<file path="src/rtl/approx_mul_seq_if.sv">
// ---------------------------------------------------------------------------
// approx_mul_seq_if
// Handshake bundle for the iterative approximate/exact signed multiplier.
//
// Handshake rules (both directions): a transfer happens on a rising clk edge
// where valid && ready are both 1. The producer holds valid and its payload
// stable until that edge. ready may depend on state but never on the same
// side's valid.
//
// Signals:
//   in_valid   master->slave  operands and mode are valid
//   in_ready   slave->master  multiplier can accept an operation
//   in_a       master->slave  multiplicand, two's complement, WIDTH bits
//   in_b       master->slave  multiplier, two's complement, WIDTH bits
//   in_approx  master->slave  1 = approximate (LSB-truncated) mode
//   out_valid  slave->master  result is available
//   out_ready  master->slave  consumer accepts the result
//   out_result slave->master  signed product, 2*WIDTH bits
//   out_approx slave->master  mode captured with this operation
// ---------------------------------------------------------------------------
interface approx_mul_seq_if #(
    parameter int WIDTH = 8
);
    logic               in_valid;
    logic               in_ready;
    logic [WIDTH-1:0]   in_a;
    logic [WIDTH-1:0]   in_b;
    logic               in_approx;
    logic               out_valid;
    logic               out_ready;
    logic [2*WIDTH-1:0] out_result;
    logic               out_approx;

    modport master (
        output in_valid, in_a, in_b, in_approx, out_ready,
        input  in_ready, out_valid, out_result, out_approx
    );

    modport slave (
        input  in_valid, in_a, in_b, in_approx, out_ready,
        output in_ready, out_valid, out_result, out_approx
    );
endinterface

</file>
<file path="src/rtl/approx_mul_seq.sv">
// ---------------------------------------------------------------------------
// approx_mul_seq
// Iterative signed multiplier, one 4-bit digit of the multiplier per cycle,
// with a run-time exact/approximate mode. Approximate mode zeroes the
// APPROX_LSB low bits of both operands when they are captured.
//
// Ports:
//   clk          rising-edge clock
//   reset        synchronous, active-high reset
//   bus          approx_mul_seq_if.slave (in_* request side, out_* result side)
//   dbg_state_o  current FSM state (0=IDLE, 1=RUN, 2=DONE)
//
// Timing: accept at edge T, out_valid rises after edge T+N (N = WIDTH/4),
// or after edge T+1 when either masked operand is zero.
// ---------------------------------------------------------------------------
module approx_mul_seq #(
    parameter int WIDTH      = 8,
    parameter int APPROX_LSB = 3
) (
    input  logic            clk,
    input  logic            reset,
    approx_mul_seq_if.slave bus,
    output logic [1:0]      dbg_state_o
);
    localparam int N  = WIDTH / 4;
    localparam int PW = 2 * WIDTH;
    localparam int CW = (N > 1) ? $clog2(N) : 1;

    localparam logic [WIDTH-1:0] KEEP_MASK  = {WIDTH{1'b1}} << APPROX_LSB;
    localparam logic [CW-1:0]    LAST_DIGIT = CW'(N - 1);

    typedef enum logic [1:0] {
        S_IDLE = 2'd0,
        S_RUN  = 2'd1,
        S_DONE = 2'd2
    } state_t;

    state_t          state_q, state_d;
    logic [PW-1:0]   a_q, a_d;      // sign-extended multiplicand, pre-shifted by 4*i
    logic [WIDTH-1:0] b_q, b_d;     // multiplier, shifted right so [3:0] is digit i
    logic [PW-1:0]   acc_q, acc_d;
    logic [CW-1:0]   cnt_q, cnt_d;
    logic [PW-1:0]   res_q, res_d;
    logic            apx_q, apx_d;
    logic            valid_q, valid_d;

    // Operand masking applies only to what gets captured.
    logic [WIDTH-1:0] a_in_m, b_in_m;
    assign a_in_m = bus.in_approx ? (bus.in_a & KEEP_MASK) : bus.in_a;
    assign b_in_m = bus.in_approx ? (bus.in_b & KEEP_MASK) : bus.in_b;

    // Four partial-product rows for the current digit. On the top digit bit 3
    // carries weight -8, so its row is subtracted instead of added.
    logic          last_digit;
    logic [PW-1:0] row0, row1, row2, row3;
    logic [PW-1:0] pp, acc_sum;

    assign last_digit = (cnt_q == LAST_DIGIT);
    assign row0 = b_q[0] ? a_q          : '0;
    assign row1 = b_q[1] ? (a_q << 1)   : '0;
    assign row2 = b_q[2] ? (a_q << 2)   : '0;
    assign row3 = b_q[3] ? (a_q << 3)   : '0;
    assign pp      = last_digit ? (row0 + row1 + row2 - row3)
                                : (row0 + row1 + row2 + row3);
    assign acc_sum = acc_q + pp;

    always_comb begin
        state_d = state_q;
        a_d     = a_q;
        b_d     = b_q;
        acc_d   = acc_q;
        cnt_d   = cnt_q;
        res_d   = res_q;
        apx_d   = apx_q;
        unique case (state_q)
            S_IDLE: begin
                if (bus.in_valid) begin
                    a_d     = {{WIDTH{a_in_m[WIDTH-1]}}, a_in_m};
                    b_d     = b_in_m;
                    apx_d   = bus.in_approx;
                    acc_d   = '0;
                    cnt_d   = '0;
                    state_d = S_RUN;
                end
            end
            S_RUN: begin
                // Zero operand short-circuits on the first RUN cycle.
                if (cnt_q == '0 && (a_q == '0 || b_q == '0)) begin
                    res_d   = '0;
                    state_d = S_DONE;
                end else begin
                    acc_d = acc_sum;
                    a_d   = a_q << 4;
                    b_d   = b_q >> 4;
                    if (last_digit) begin
                        res_d   = acc_sum;
                        cnt_d   = '0;
                        state_d = S_DONE;
                    end else begin
                        cnt_d = cnt_q + 1'b1;
                    end
                end
            end
            S_DONE: begin
                if (bus.out_ready) begin
                    state_d = S_IDLE;
                end
            end
            default: state_d = S_IDLE;
        endcase
        valid_d = (state_d == S_DONE);
    end

    always_ff @(posedge clk) begin
        if (reset) begin
            state_q <= S_IDLE;
            a_q     <= '0;
            b_q     <= '0;
            acc_q   <= '0;
            cnt_q   <= '0;
            res_q   <= '0;
            apx_q   <= 1'b0;
            valid_q <= 1'b0;
        end else begin
            state_q <= state_d;
            a_q     <= a_d;
            b_q     <= b_d;
            acc_q   <= acc_d;
            cnt_q   <= cnt_d;
            res_q   <= res_d;
            apx_q   <= apx_d;
            valid_q <= valid_d;
        end
    end

    assign bus.in_ready   = (state_q == S_IDLE) && !reset;
    assign bus.out_valid  = valid_q;
    assign bus.out_result = res_q;
    assign bus.out_approx = apx_q;
    assign dbg_state_o    = state_q;
endmodule

</file>
<file path="src/flat_wrapper.sv">
// flat-port wrapper written by rule: the top's interface ports become plain ports
module approx_mul_seq_flat 
#(
    parameter int WIDTH      = 8,
    parameter int APPROX_LSB = 3
)
  (clk, reset, dbg_state_o, bus_in_valid, bus_in_a, bus_in_b, bus_in_approx, bus_out_ready, bus_in_ready, bus_out_valid, bus_out_result, bus_out_approx);
  approx_mul_seq_if #(.WIDTH(WIDTH)) bus_i ();
  input  logic clk;
  input  logic reset;
  output logic [1:0] dbg_state_o;
  input wire logic [$bits(bus_i.in_valid)-1:0] bus_in_valid;
  input wire logic [$bits(bus_i.in_a)-1:0] bus_in_a;
  input wire logic [$bits(bus_i.in_b)-1:0] bus_in_b;
  input wire logic [$bits(bus_i.in_approx)-1:0] bus_in_approx;
  input wire logic [$bits(bus_i.out_ready)-1:0] bus_out_ready;
  output wire logic [$bits(bus_i.in_ready)-1:0] bus_in_ready;
  output wire logic [$bits(bus_i.out_valid)-1:0] bus_out_valid;
  output wire logic [$bits(bus_i.out_result)-1:0] bus_out_result;
  output wire logic [$bits(bus_i.out_approx)-1:0] bus_out_approx;
  assign bus_i.in_valid = bus_in_valid;
  assign bus_i.in_a = bus_in_a;
  assign bus_i.in_b = bus_in_b;
  assign bus_i.in_approx = bus_in_approx;
  assign bus_i.out_ready = bus_out_ready;
  assign bus_in_ready = bus_i.in_ready;
  assign bus_out_valid = bus_i.out_valid;
  assign bus_out_result = bus_i.out_result;
  assign bus_out_approx = bus_i.out_approx;
  approx_mul_seq #(.WIDTH(WIDTH), .APPROX_LSB(APPROX_LSB)) u_core (.clk(clk), .reset(reset), .bus(bus_i), .dbg_state_o(dbg_state_o));
endmodule
</file>
<file path="config.mk">
export PLATFORM = sky130hd
export DESIGN_NAME = approx_mul_seq_flat
export DESIGN_NICKNAME = d
export VERILOG_FILES = /design/src/rtl/approx_mul_seq_if.sv /design/src/rtl/approx_mul_seq.sv /design/src/flat_wrapper.sv
export SDC_FILE = /design/constraint.sdc
export NUM_CORES = 1
export LEC_CHECK = 0
export ABC_AREA = 1
export CAP_MARGIN = 10
export CELL_PAD_IN_SITES_DETAIL_PLACEMENT = 0
export CELL_PAD_IN_SITES_GLOBAL_PLACEMENT = 2
export CORE_ASPECT_RATIO = 1.4
export CORE_MARGIN = 2
export CORE_UTILIZATION = 33
export DETAILED_ROUTE_END_ITERATION = 16
export PLACE_DENSITY_LB_ADDON = 0.1
export RECOVER_POWER = 25
export SYNTH_ARGS = -nofsm -noshare
export SYNTH_HDL_FRONTEND = slang
export SYNTH_SLANG_ARGS = --single-unit
export TNS_END_PERCENT = 5
</file>
<file path="constraint.sdc">
create_clock -name clk -period 5.5 [get_ports clk]
set_input_delay 0.55 -clock clk [delete_from_list [all_inputs] [get_ports clk]]
set_output_delay 0.55 -clock clk [all_outputs]
set_load 0.1 [all_outputs]
</file>
==> results.md <==
- Cell taking the most area after synthesis: dfxtp_1
- # nets final: 914
- Clock latency on the worst-skew pair: 340 ps
- Pin count of the biggest net entering global routing: 45
- EDFF count, synth: 0
- Clock transition at the registers of the reported paths: 60 ps
- Tmin final: 5040 ps
- Slew at the pin closest to its max-slew limit: 1130 ps
- Largest cells by area after synthesis: dfxtp_1, nand2_1, ha_1
- Final TNS setup: 0 ps
- Synth Flop Type: dfxtp_1
- Via density: 5.01
- Antenna violations before repair: 0
- Post-Synth Simple-Gate Area: 28.7%
- R2R Setup Slk: 460 ps
- Hold WC Path Type: reg -> reg
- Max Slew Vio Count: 0
- CTS max path bufs: 2
- Post-synthesis async set-or-reset flop share: 0%
- Compound-Gate Fraction of Synth Area: 17.1%
- Sequential share of the synthesized area: 22.7%
- Largest family of logic cells by synthesized area: simple AND/OR/NAND/NOR gates
- Antenna-violating nets left: 0
- Syn. warnings: 0
- Worst Clk Skew: 7.84 ps
- # IOs: 42
- Mux cell area share after synthesis: 0%
- Leak Pwr: 2.92 nW
- Crit path DAT: 5250 ps
- Pwr Total: 3.26 mW
- Gr ovfl total: 0
- CTS tree: built
- Gr usage total: 18.7%
- Worst Path Max Fanout: 17
- Diode count: 0
- PwrDens: 532 nW/µm²
- TritonCTS buffer count: 9
- DRT Pass-1 Iters: 6
- Post-Route WL: 16.0 mm
- Area delta synth->final: 14.3%
- GP Congestion: 0.886
- Worst path slowest cell: fa_1
- Synth Area in XOR/XNOR: 5.05%
- Rows: 55
- Crit Path Class: reg -> reg
- Die outline width: 112 µm
- Routed vias: 5,205
- Largest stage delay, worst path: 550 ps
- Resized cells post-CTS: 0
- Root Buffer: clkbuf_16
- Top cells by count, synth: nand2_1, inv_1, a21oi_1, dfxtp_1, nor2_1
- Core area: 16,000 µm²
- Post-Syn Area per Cell: 6.62 µm²
- Iter 0 DRT Violations: 257
- WP buf/inv: 2
- Post-CTS setup buffer count: 0
- Die height: 155 µm
- First-pass GRT wire length: 25.8 mm
- CTS hold repair buffers: 0
- Count leader, synth: nand2_1
- Final setup vio count: 0
- Clock sinks: 61
- RSZ-0062 raised after global routing: false
- Post-Syn Instances: 811
- Core Util, Final: 38.3%
- Synth Area in Adders: 15.6%
- Peak supply drop: 289 µV
- Routed WL per cell: 15.4 µm
- Relative slew margins: 24.7%
- Vias in the first global route: 5,197
- Mapped Area: 5370 µm²
- H-tree lvl count: 3
- DRC: 0
- Post-synth top area share: 22.7%
- Library cells used by synthesis: 41
- Achievable Freq: 198 MHz
- Final Hold Vio Count: 0
- Fin crit share: 91.7%
- Data required time of the worst path: 5710 ps
- DPL Wire Length: 12.6 mm
- Worst Setup Start Kind: flop
- Starting Density: 33.5%
- Hold slack: 459 ps
- Die Area: 17,300 µm²
- Port Buffers: 41
- Post-Syn Nets: 890
- Crit end category: flop
- #FFs+latches synth: 61
- Max cap viols: 0
- Outcome: complete, no violations
- Share of cells above drive strength 1: 5.00%
- Delay-heaviest family, CP: adder cells
flip-flops by register name, summed over array words and instances, names as in the netlist:
signal and cells:
u_core.acc_q 16, u_core.dbg_state_o 2, u_core.bus.out_valid 1, u_core.a_q 16, u_core.b_q 8, u_core.cnt_q 1
u_core.bus.out_result 16, u_core.bus.out_approx 1
final cells by class:
cell class / instances / area (µm²)
fillers: 1758 / 9900
multi-input cells: 614 / 3540
flip-flops and latches: 61 / 1220
repair buffers: 45 / 440
inverters: 104 / 393
well taps: 199 / 249
clock buffers: 10 / 229
clock inverters: 6 / 61.3
routing by layer:
layer / GRT usage (%) / vias to the layer above / share of wire [%]
met2: 33.9 / 100 / 52
li1: - / 2699 / -
met3: 2.73 / 28 / 3.1
met5: 0 / - / 0
met4: 8.35 / 0 / 3.5
met1: 21.6 / 2378 / 42
worst reg2reg max path, cell delays in order (launching register included):
cell and delay (ps):
dfxtp_2 510, nand2_1 130, fa_1 550, inv_1 50, ha_1 320, or2_2 300, nand3b_1 120, nand2_1 110
xor2_1 160, ha_1 370, nand2_1 100, inv_1 70, nand3_1 60, o221a_2 250, o21a_1 160, o21ai_0 180
xor2_1 180, ha_1 300, a21oi_1 180, o21bai_1 80, a21oi_1 120, o21ai_0 90, a21oi_1 210, nand3_1 140
nand3_1 120, a21oi_2 60
power breakdown:
part	switching (mW)	internal, mW	total [mW]
registers	0.101	0.517	0.618
logic	1.35	0.737	2.08
clock network	0.213	0.350	0.563
cells by family after synthesis:
kind of cell,count (synthesis)
AO/OA/AOI/OAI,168
adder cells (fa/ha/maj),58
flip-flops,61
buffers and inverters,136
XOR/XNOR,31
AND/OR/NAND/NOR,357
cell usage in the layout (no fill, tap or decap), drive strengths merged, types with 9 or more instances in the layout:
cell type and instances:
clkdlybuf4s50 37, nand2 215, xor2 17, nand4 18, fa 15, nand3 49
ha 43, xnor2 14, a21oi 84, o21ai 61, inv 105, nor2 53
clkbuf 10, dfxtp 61, or2 9
through the flow:
| stage | worst slack, ps | cell area (µm²) | std cells |
|---|---|---|---|
| after floorplan | 707 | 5370 | 811 |
| after global placement | 363 | 5880 | 1023 |
| after detailed placement | 213 | 5880 | 1023 |
| after CTS | 165 | 6170 | 1039 |
| after global routing | 16.3 | 6140 | 1039 |
| final | 456 | 6140 | 1039 |
final timing paths:
| path | end | depth (start not counted) | startpoint |
|---|---|---|---|
| setup / recovery | u_core.acc_q[15]$_SDFFE_PP0P_ | 25 | u_core.b_q[2]$_SDFFE_PP0P_ |
| hold / removal | u_core.bus.out_result[1]$_SDFFE_PP0P_ | 2 | u_core.bus.out_result[1]$_SDFFE_PP0P_ |
| setup reg to reg | u_core.acc_q[15]$_SDFFE_PP0P_ | 25 | u_core.b_q[2]$_SDFFE_PP0P_ |
| hold reg to reg | u_core.bus.out_result[1]$_SDFFE_PP0P_ | 2 | u_core.bus.out_result[1]$_SDFFE_PP0P_ |
Note: power is estimated with default switching activity, not from simulation.
